--- config.mk ---
export PLATFORM = sky130hd
export DESIGN_NAME = post_spike_aer_encoder_flat
export DESIGN_NICKNAME = d
export VERILOG_FILES = /design/src/rtl/post_spike_aer_encoder_pkg.sv /design/src/rtl/post_spike_aer_encoder_if.sv /design/src/rtl/post_spike_aer_encoder_spike_event_fifo.sv /design/src/rtl/post_spike_aer_encoder.sv /design/src/flat_wrapper.sv
export SDC_FILE = /design/constraint.sdc
export NUM_CORES = 1
export LEC_CHECK = 0
export CORE_MARGIN = 5
export CORE_UTILIZATION = 53
export DETAILED_ROUTE_END_ITERATION = 8
export GPL_TIMING_DRIVEN = 0
export PLACE_DENSITY = 0.75
export SLEW_MARGIN = 20
export SYNTH_ARGS = -nofsm -noshare
export SYNTH_HDL_FRONTEND = slang
export SYNTH_SLANG_ARGS = --single-unit
--- constraint.sdc ---
create_clock -name CLK -period 2.37 [get_ports CLK]
set_input_delay 0.474 -clock CLK [delete_from_list [all_inputs] [get_ports CLK]]
set_output_delay 0.474 -clock CLK [all_outputs]
set_load 0.01 [all_outputs]
--- src/rtl/post_spike_aer_encoder_pkg.sv ---
// Shared types and constants for the post-synaptic spike AER encoder.
package post_spike_aer_encoder_pkg;

    typedef enum logic [1:0] {
        IDLE  = 2'd0,
        REQ   = 2'd1,
        ACKLO = 2'd2
    } aer_state_t;

    localparam int DEF_FIFO_DEPTH = 16;
    localparam int FIFO_PTR_WIDTH = $clog2(DEF_FIFO_DEPTH);
    localparam int DROP_CNT_WIDTH = 8;

    // Saturating increment so the drop counter sticks at all-ones.
    function automatic logic [DROP_CNT_WIDTH-1:0] sat_inc(input logic [DROP_CNT_WIDTH-1:0] v);
        return (&v) ? v : v + 1'b1;
    endfunction

endpackage

--- src/rtl/post_spike_aer_encoder_if.sv ---
// Spike-vector input, status and AER output bundle; master = neuron core/AER receiver side, slave = encoder.
interface post_spike_aer_encoder_if
    import post_spike_aer_encoder_pkg::*;
#(
    parameter int POST_NEUR_PARALLEL        = 4,
    parameter int POST_NEUR_WORD_ADDR_WIDTH = 8,
    parameter int POST_NEUR_BYTE_ADDR_WIDTH = 2,
    parameter int AER_WIDTH                 = 12
);
    logic                                                     SPK_VALID;
    logic [POST_NEUR_PARALLEL-1:0]                            SPK_VEC;
    logic [POST_NEUR_WORD_ADDR_WIDTH-POST_NEUR_BYTE_ADDR_WIDTH-1:0] SPK_WORD_ADDR;
    logic                                                     SPK_FLUSH;
    logic                                                     SPK_READY;
    logic                                                     SPK_DROP;
    logic [DROP_CNT_WIDTH-1:0]                                SPK_DROP_CNT;
    logic                                                     FIFO_EMPTY;
    logic                                                     FIFO_FULL;
    logic [AER_WIDTH-1:0]                                     AEROUT_ADDR;
    logic                                                     AEROUT_REQ;
    logic                                                     AEROUT_ACK;

    modport master (
        output SPK_VALID, SPK_VEC, SPK_WORD_ADDR, SPK_FLUSH, AEROUT_ACK,
        input  SPK_READY, SPK_DROP, SPK_DROP_CNT, FIFO_EMPTY, FIFO_FULL, AEROUT_ADDR, AEROUT_REQ
    );

    modport slave (
        input  SPK_VALID, SPK_VEC, SPK_WORD_ADDR, SPK_FLUSH, AEROUT_ACK,
        output SPK_READY, SPK_DROP, SPK_DROP_CNT, FIFO_EMPTY, FIFO_FULL, AEROUT_ADDR, AEROUT_REQ
    );
endinterface

--- src/rtl/post_spike_aer_encoder_spike_event_fifo.sv ---
// Synchronous event FIFO with fall-through head, registered full/empty flags and a clear input.
module spike_event_fifo
    import post_spike_aer_encoder_pkg::*;
#(
    parameter int WIDTH = 12,
    parameter int DEPTH = DEF_FIFO_DEPTH,
    parameter int PTR_W = FIFO_PTR_WIDTH
) (
    input  logic             clk,
    input  logic             rst_n,
    input  logic             clear,
    input  logic             push,
    input  logic             pop,
    input  logic [WIDTH-1:0] wdata,
    output logic [WIDTH-1:0] rdata,
    output logic             full,
    output logic             empty
);
    logic [WIDTH-1:0] mem [DEPTH];
    logic [PTR_W-1:0] wr_ptr_reg, rd_ptr_reg;
    logic [PTR_W:0]   count_reg, count_next;
    logic             full_reg, empty_reg;
    logic             do_push, do_pop;

    // A pop never frees space for a push in the same cycle.
    assign do_push = push && !full_reg;
    assign do_pop  = pop && !empty_reg;

    always_comb begin
        count_next = count_reg;
        if (do_push && !do_pop)
            count_next = count_reg + 1'b1;
        else if (!do_push && do_pop)
            count_next = count_reg - 1'b1;
    end

    always_ff @(posedge clk) begin
        if (!rst_n || clear) begin
            wr_ptr_reg <= '0;
            rd_ptr_reg <= '0;
            count_reg  <= '0;
            full_reg   <= 1'b0;
            empty_reg  <= 1'b1;
        end else begin
            if (do_push) wr_ptr_reg <= wr_ptr_reg + 1'b1;
            if (do_pop)  rd_ptr_reg <= rd_ptr_reg + 1'b1;
            count_reg <= count_next;
            full_reg  <= (count_next == (PTR_W+1)'(DEPTH));
            empty_reg <= (count_next == '0);
        end
    end

    always_ff @(posedge clk) begin
        if (do_push) mem[wr_ptr_reg] <= wdata;
    end

    assign rdata = mem[rd_ptr_reg];
    assign full  = full_reg;
    assign empty = empty_reg;
endmodule

--- src/rtl/post_spike_aer_encoder.sv ---
// Serialises post-neuron spike vectors into flat addresses, queues them and emits them over 4-phase AER.
// Optional build macro SPIKE_DROP_CNT_EN enables the saturating dropped-vector counter.
module post_spike_aer_encoder
    import post_spike_aer_encoder_pkg::*;
#(
    parameter int POST_NEUR_PARALLEL        = 4,
    parameter int POST_NEUR_WORD_ADDR_WIDTH = 8,
    parameter int POST_NEUR_BYTE_ADDR_WIDTH = 2,
    parameter int AER_WIDTH                 = 12,
    parameter int FIFO_DEPTH                = DEF_FIFO_DEPTH
) (
    input  logic                     CLK,
    input  logic                     RST_N,
    post_spike_aer_encoder_if.slave  bus
);
    localparam int BASE_W = POST_NEUR_WORD_ADDR_WIDTH - POST_NEUR_BYTE_ADDR_WIDTH;

    logic [POST_NEUR_PARALLEL-1:0]        mask_reg;
    logic [BASE_W-1:0]                    base_reg;
    logic [POST_NEUR_BYTE_ADDR_WIDTH-1:0] lane;
    logic                                 drop_reg;
    aer_state_t                           state_reg;
    logic [AER_WIDTH-1:0]                 addr_reg;
    logic                                 req_reg;

    logic ready, flush, vec_nz, capture, drop_evt;
    logic scan_push, fifo_pop, fifo_full, fifo_empty;
    logic [AER_WIDTH-1:0] ev_addr, head_addr;

    assign flush    = bus.SPK_FLUSH;
    assign ready    = (mask_reg == '0);
    assign vec_nz   = |bus.SPK_VEC;
    assign capture  = bus.SPK_VALID && !flush && vec_nz && ready;
    assign drop_evt = bus.SPK_VALID && !flush && vec_nz && !ready;

    // Lowest pending lane wins: scan from the top so the last hit is the lowest.
    always_comb begin
        lane = '0;
        for (int i = POST_NEUR_PARALLEL - 1; i >= 0; i--) begin
            if (mask_reg[i]) lane = POST_NEUR_BYTE_ADDR_WIDTH'(i);
        end
    end

    assign ev_addr   = AER_WIDTH'({base_reg, lane});
    assign scan_push = !ready && !fifo_full && !flush;
    assign fifo_pop  = (state_reg == IDLE) && !fifo_empty && !flush;

    always_ff @(posedge CLK) begin
        if (!RST_N || flush) begin
            mask_reg <= '0;
            base_reg <= '0;
            drop_reg <= 1'b0;
        end else begin
            if (capture) begin
                mask_reg <= bus.SPK_VEC;
                base_reg <= bus.SPK_WORD_ADDR;
            end else if (scan_push) begin
                mask_reg <= mask_reg & ~(POST_NEUR_PARALLEL'(1) << lane);
            end
            if (drop_evt) drop_reg <= 1'b1;
        end
    end

`ifdef SPIKE_DROP_CNT_EN
    logic [DROP_CNT_WIDTH-1:0] drop_cnt_reg;
    always_ff @(posedge CLK) begin
        if (!RST_N || flush)
            drop_cnt_reg <= '0;
        else if (drop_evt)
            drop_cnt_reg <= sat_inc(drop_cnt_reg);
    end
    assign bus.SPK_DROP_CNT = drop_cnt_reg;
`else
    assign bus.SPK_DROP_CNT = '0;
`endif

    spike_event_fifo #(
        .WIDTH (AER_WIDTH),
        .DEPTH (FIFO_DEPTH),
        .PTR_W ($clog2(FIFO_DEPTH))
    ) u_fifo (
        .clk   (CLK),
        .rst_n (RST_N),
        .clear (flush),
        .push  (scan_push),
        .pop   (fifo_pop),
        .wdata (ev_addr),
        .rdata (head_addr),
        .full  (fifo_full),
        .empty (fifo_empty)
    );

    // Flush leaves the handshake alone so an in-flight event completes with its latched address.
    always_ff @(posedge CLK) begin
        if (!RST_N) begin
            state_reg <= IDLE;
            addr_reg  <= '0;
            req_reg   <= 1'b0;
        end else begin
            case (state_reg)
                IDLE: if (fifo_pop) begin
                    addr_reg  <= head_addr;
                    req_reg   <= 1'b1;
                    state_reg <= REQ;
                end
                REQ: if (bus.AEROUT_ACK) begin
                    req_reg   <= 1'b0;
                    state_reg <= ACKLO;
                end
                ACKLO: if (!bus.AEROUT_ACK) state_reg <= IDLE;
                default: state_reg <= IDLE;
            endcase
        end
    end

    assign bus.SPK_READY   = ready;
    assign bus.SPK_DROP    = drop_reg;
    assign bus.FIFO_EMPTY  = fifo_empty;
    assign bus.FIFO_FULL   = fifo_full;
    assign bus.AEROUT_ADDR = addr_reg;
    assign bus.AEROUT_REQ  = req_reg;
endmodule

--- src/flat_wrapper.sv ---
// flat-port wrapper written by rule: the top's interface ports become plain ports
module post_spike_aer_encoder_flat import post_spike_aer_encoder_pkg::*;
#(
    parameter int POST_NEUR_PARALLEL        = 4,
    parameter int POST_NEUR_WORD_ADDR_WIDTH = 8,
    parameter int POST_NEUR_BYTE_ADDR_WIDTH = 2,
    parameter int AER_WIDTH                 = 12,
    parameter int FIFO_DEPTH                = DEF_FIFO_DEPTH
)
  (CLK, RST_N, bus_SPK_VALID, bus_SPK_VEC, bus_SPK_WORD_ADDR, bus_SPK_FLUSH, bus_AEROUT_ACK, bus_SPK_READY, bus_SPK_DROP, bus_SPK_DROP_CNT, bus_FIFO_EMPTY, bus_FIFO_FULL, bus_AEROUT_ADDR, bus_AEROUT_REQ);
  post_spike_aer_encoder_if #(.POST_NEUR_PARALLEL(POST_NEUR_PARALLEL), .POST_NEUR_WORD_ADDR_WIDTH(POST_NEUR_WORD_ADDR_WIDTH), .POST_NEUR_BYTE_ADDR_WIDTH(POST_NEUR_BYTE_ADDR_WIDTH), .AER_WIDTH(AER_WIDTH)) bus_i ();
  input  logic CLK;
  input  logic RST_N;
  input wire logic [$bits(bus_i.SPK_VALID)-1:0] bus_SPK_VALID;
  input wire logic [$bits(bus_i.SPK_VEC)-1:0] bus_SPK_VEC;
  input wire logic [$bits(bus_i.SPK_WORD_ADDR)-1:0] bus_SPK_WORD_ADDR;
  input wire logic [$bits(bus_i.SPK_FLUSH)-1:0] bus_SPK_FLUSH;
  input wire logic [$bits(bus_i.AEROUT_ACK)-1:0] bus_AEROUT_ACK;
  output wire logic [$bits(bus_i.SPK_READY)-1:0] bus_SPK_READY;
  output wire logic [$bits(bus_i.SPK_DROP)-1:0] bus_SPK_DROP;
  output wire logic [$bits(bus_i.SPK_DROP_CNT)-1:0] bus_SPK_DROP_CNT;
  output wire logic [$bits(bus_i.FIFO_EMPTY)-1:0] bus_FIFO_EMPTY;
  output wire logic [$bits(bus_i.FIFO_FULL)-1:0] bus_FIFO_FULL;
  output wire logic [$bits(bus_i.AEROUT_ADDR)-1:0] bus_AEROUT_ADDR;
  output wire logic [$bits(bus_i.AEROUT_REQ)-1:0] bus_AEROUT_REQ;
  assign bus_i.SPK_VALID = bus_SPK_VALID;
  assign bus_i.SPK_VEC = bus_SPK_VEC;
  assign bus_i.SPK_WORD_ADDR = bus_SPK_WORD_ADDR;
  assign bus_i.SPK_FLUSH = bus_SPK_FLUSH;
  assign bus_i.AEROUT_ACK = bus_AEROUT_ACK;
  assign bus_SPK_READY = bus_i.SPK_READY;
  assign bus_SPK_DROP = bus_i.SPK_DROP;
  assign bus_SPK_DROP_CNT = bus_i.SPK_DROP_CNT;
  assign bus_FIFO_EMPTY = bus_i.FIFO_EMPTY;
  assign bus_FIFO_FULL = bus_i.FIFO_FULL;
  assign bus_AEROUT_ADDR = bus_i.AEROUT_ADDR;
  assign bus_AEROUT_REQ = bus_i.AEROUT_REQ;
  post_spike_aer_encoder #(.POST_NEUR_PARALLEL(POST_NEUR_PARALLEL), .POST_NEUR_WORD_ADDR_WIDTH(POST_NEUR_WORD_ADDR_WIDTH), .POST_NEUR_BYTE_ADDR_WIDTH(POST_NEUR_BYTE_ADDR_WIDTH), .AER_WIDTH(AER_WIDTH), .FIFO_DEPTH(FIFO_DEPTH)) u_core (.CLK(CLK), .RST_N(RST_N), .bus(bus_i));
endmodule
==> impl_metrics.yaml <==
critical_path:
  endpoint: "bus_SPK_READY"
  critPathLaunchType: "flip-flop"
  cp.required_ps: 1900
  critPathLaunch: "u_core.mask_reg[3]$_SDFFE_PP0P_"
  slowest_delay_ps: 510
  r2r_cells: 6
  arrival_ps: 1810
  crit_type: "reg2out"
  r2r_setup_slack_ps: 180
  reg2reg_to: "u_core.bus.AEROUT_ADDR[6]$_SDFFE_PN0P_"
  path_cells: "or4_1 -> buf_2 -> clkinv_4 -> dlygate4sd2_1"
  cp_slowest_cell: "or4_1"
  reg2reg_from: "u_core.u_fifo.rd_ptr_reg[0]$_SDFFE_PP0P_"
  cp-end-kind: "output port"
  path_max_fanout: 7
timing:
  setup_violations: 0
  hold_viol_final: 0
  timing.slew.headroom: 0.448
  drv_slew: 0
  period_minus_slack_ps: 2280
  min_period_over_period: 0.964
  finClkSkew_ps: 7.33
  rsz0062_at_grt: "no"
  tightest_slew_ps: 828
  fmax_ghz: 0.438
  whs_ps: 476
clock_network:
  cts_tree: "done"
  clock_sinks: 165
  clk_latency_ps: 420
  cts.path.max_buffers: 2
  cts-htree-levels: 4
  cts-root-buf: "clkbuf_16"
  clk_pin_slew_ps: 60
  cts_buffers: 17
floorplanning:
  die_y_um: 122
  rows: 40
  core_um2: 12100
  start_util: 0.545
  die_area_um2: 14800
  die_width_um: 122
  boundaryPins: 40
synth:
  yosysWarningCount: 0
  ys_types: 46
  syn_area_per_cell_um2: 16.2
  synth_common_cells: "128 x edfxtp_1, 37 x dfxtp_1, 36 x nor2_1"
  synth_area_leaders: "edfxtp_1 58%, dfxtp_1 11%, mux4_2 11%"
  syn_inst: 408
  synth_seq_area_share: 0.695
  syn_area_um2: 6600
  synth_most_common_cell: "edfxtp_1"
  synth_top_area_share: 0.582
  yosys_register_bits: 165
  synth-async-reset-ratio: 0
  synth-edff-count: 128
  ys.flop_type: "edfxtp_1"
  synth_top_area_cell: "edfxtp_1"
power_and_ir_drop:
  total_power_w: 0.00604
  p_leak_nw: 2.66
  ir_worst_vdd_mv: 0.565
  p_per_area_nw_per_um2: 755
layout:
  fillers: 824
  antenna_cells: 0
  drive_gt1_frac: 0.251
  final_nets: 495
  fin_cells: 654
  areaGrowthSynthToFinish_pct: 21.3
  largest_reg_flops: 128
detailed_routing:
  drt-total-wl_mm: 13.1
  dr.pass1.iters: 5
  first_iter_violations: 412
  wl_per_cell_um: 20.1
  ant_nets: 0
  vias: 3744
  via_per_inst: 5.72
  drc: 0
global_route:
  grt_pass1_vias: 3750
  grt_start_max_net_pins: 18
  grt_antenna_before_repair: 0
  grt_use_total: 0.194
  grt_pass1_wl_mm: 20.8
  overflow: 0
flow_run:
  max_cap_viol_count: 0
placement:
  dp.cells: 614
  place.gp.congestion: 0.881
  hpwl_mm: 8.53
  numPortBuffers: 27
outcome:
  status: "finished clean"
hold_path:
  hold_class: "reg2reg"
## power breakdown
group          internal, W  switching, W  leakage (nW)
Combinational     0.000124      0.000139         0.879
Clock              0.00162       0.00101         0.281
Sequential         0.00311     0.0000270          1.50
Total              0.00486       0.00118          2.66
## kinds of logic (layout without fill, tap and decap cells)
logic type / after synthesis / after routing / synth area share
AO/OA/AOI/OAI: 49 / 49 / 0.0557
XOR/XNOR: 12 / 12 / 0.0159
adder cells (fa/ha/maj): 7 / 7 / 0.0133
buffers and inverters: 39 / 106 / 0.0311
flip-flops: 165 / 165 / 0.695
multiplexers: 38 / 38 / 0.118
other: 1 / 12 / 0.000568
AND/OR/NAND/NOR: 97 / 97 / 0.0705
## layer usage
metal | global-route usage | up-vias | part of all wire | routed length (µm)
met1 | 0.253 | 1858 | 0.41 | 5380
met5 | 0 | - | 0 | 0
met3 | 0.0520 | 21 | 0.066 | 867
met4 | 0.0784 | 0 | 0.023 | 306
li1 | - | 1708 | - | -
met2 | 0.312 | 157 | 0.50 | 6570
## cell type report
| type | count | area (µm²) | area share |
|---|---|---|---|
| inverter | 7 | 31.3 | 0.00391 |
| sequential | 165 | 4580 | 0.573 |
| timing repair buffer | 36 | 387 | 0.0483 |
| clock inverter | 14 | 141 | 0.0177 |
| multi-input combinational | 215 | 2040 | 0.254 |
| clock buffer | 18 | 429 | 0.0536 |
| buffer | 31 | 185 | 0.0231 |
| tap | 168 | 210 | 0.0263 |
## critical path: cells and delay by family (launching register included)
kind | cells | cell delay (ps)
buf+inv | 3 | 540
flops | 1 | 350
simple gates | 1 | 510
## how the worst min path moves through the flow
stage | startpoint | end | slack [ps] | cells after the start
floorplan | u_core.mask_reg[1]$_SDFFE_PP0P_ | u_core.mask_reg[1]$_SDFFE_PP0P_ | 470 | 2
global placement | u_core.bus.SPK_DROP$_SDFFE_PP0P_ | u_core.bus.SPK_DROP$_SDFFE_PP0P_ | 450 | 2
detailed placement | u_core.bus.AEROUT_ADDR[5]$_SDFFE_PN0P_ | u_core.bus.AEROUT_ADDR[5]$_SDFFE_PN0P_ | 460 | 2
CTS | u_core.bus.AEROUT_ADDR[1]$_SDFFE_PN0P_ | u_core.bus.AEROUT_ADDR[1]$_SDFFE_PN0P_ | 480 | 2
global route | u_core.bus.AEROUT_ADDR[1]$_SDFFE_PN0P_ | u_core.bus.AEROUT_ADDR[1]$_SDFFE_PN0P_ | 500 | 2
finish | u_core.bus.AEROUT_ADDR[5]$_SDFFE_PN0P_ | u_core.bus.AEROUT_ADDR[5]$_SDFFE_PN0P_ | 480 | 2
## timing repair
action / CTS / global route
pin swaps: 4 / 1
buffers inserted: 7 / 2
resized for setup: 36 / 12
setup endpoints to repair: 137 / 114
hold buffers: 0 / 0
## stage by stage
| stage | util | TNS, ps | setup WS (ps) | area (µm²) |
|---|---|---|---|---|
| 2_1_floorplan | - | -308 | -19.2 | 6650 |
| 3_5_place_dp | 0.590 | -116940 | -957 | 7140 |
| 6_report | 0.661 | 0 | 85.1 | 8000 |
| 5_1_grt | 0.661 | 0 | 12.0 | 8000 |
| 4_1_cts | 0.656 | -504 | -35.3 | 7950 |
| 3_3_place_gp | 0.589 | -115210 | -1260 | 7130 |
## layout by cell type, fill, tap and decap left out, types with 3 or more instances in the layout
cell and instances:
a21oi_1 10, a221oi_1 8, a22o_1 8, and2_1 4
buf_1 3, buf_12 4, buf_2 4, buf_4 18
bufinv_16 3, clkbuf_1 7, clkbuf_16 17, clkbuf_2 3
clkdlybuf4s50_1 26, clkinv_1 5, clkinv_2 5, conb_1 12
dfxtp_1 37, edfxtp_1 128, ha_1 7, inv_1 6
mux2i_1 6, mux4_2 32, nand2_1 19, nand2_4 4
nand2b_1 3, nand3_1 3, nor2_1 21, nor2_4 13
nor2b_1 4, nor3_1 3, nor3_4 4, o21ai_0 3
o22ai_1 9, xnor2_1 7, xor2_1 5
No activity file was read; power rests on OpenSTA's default activity.
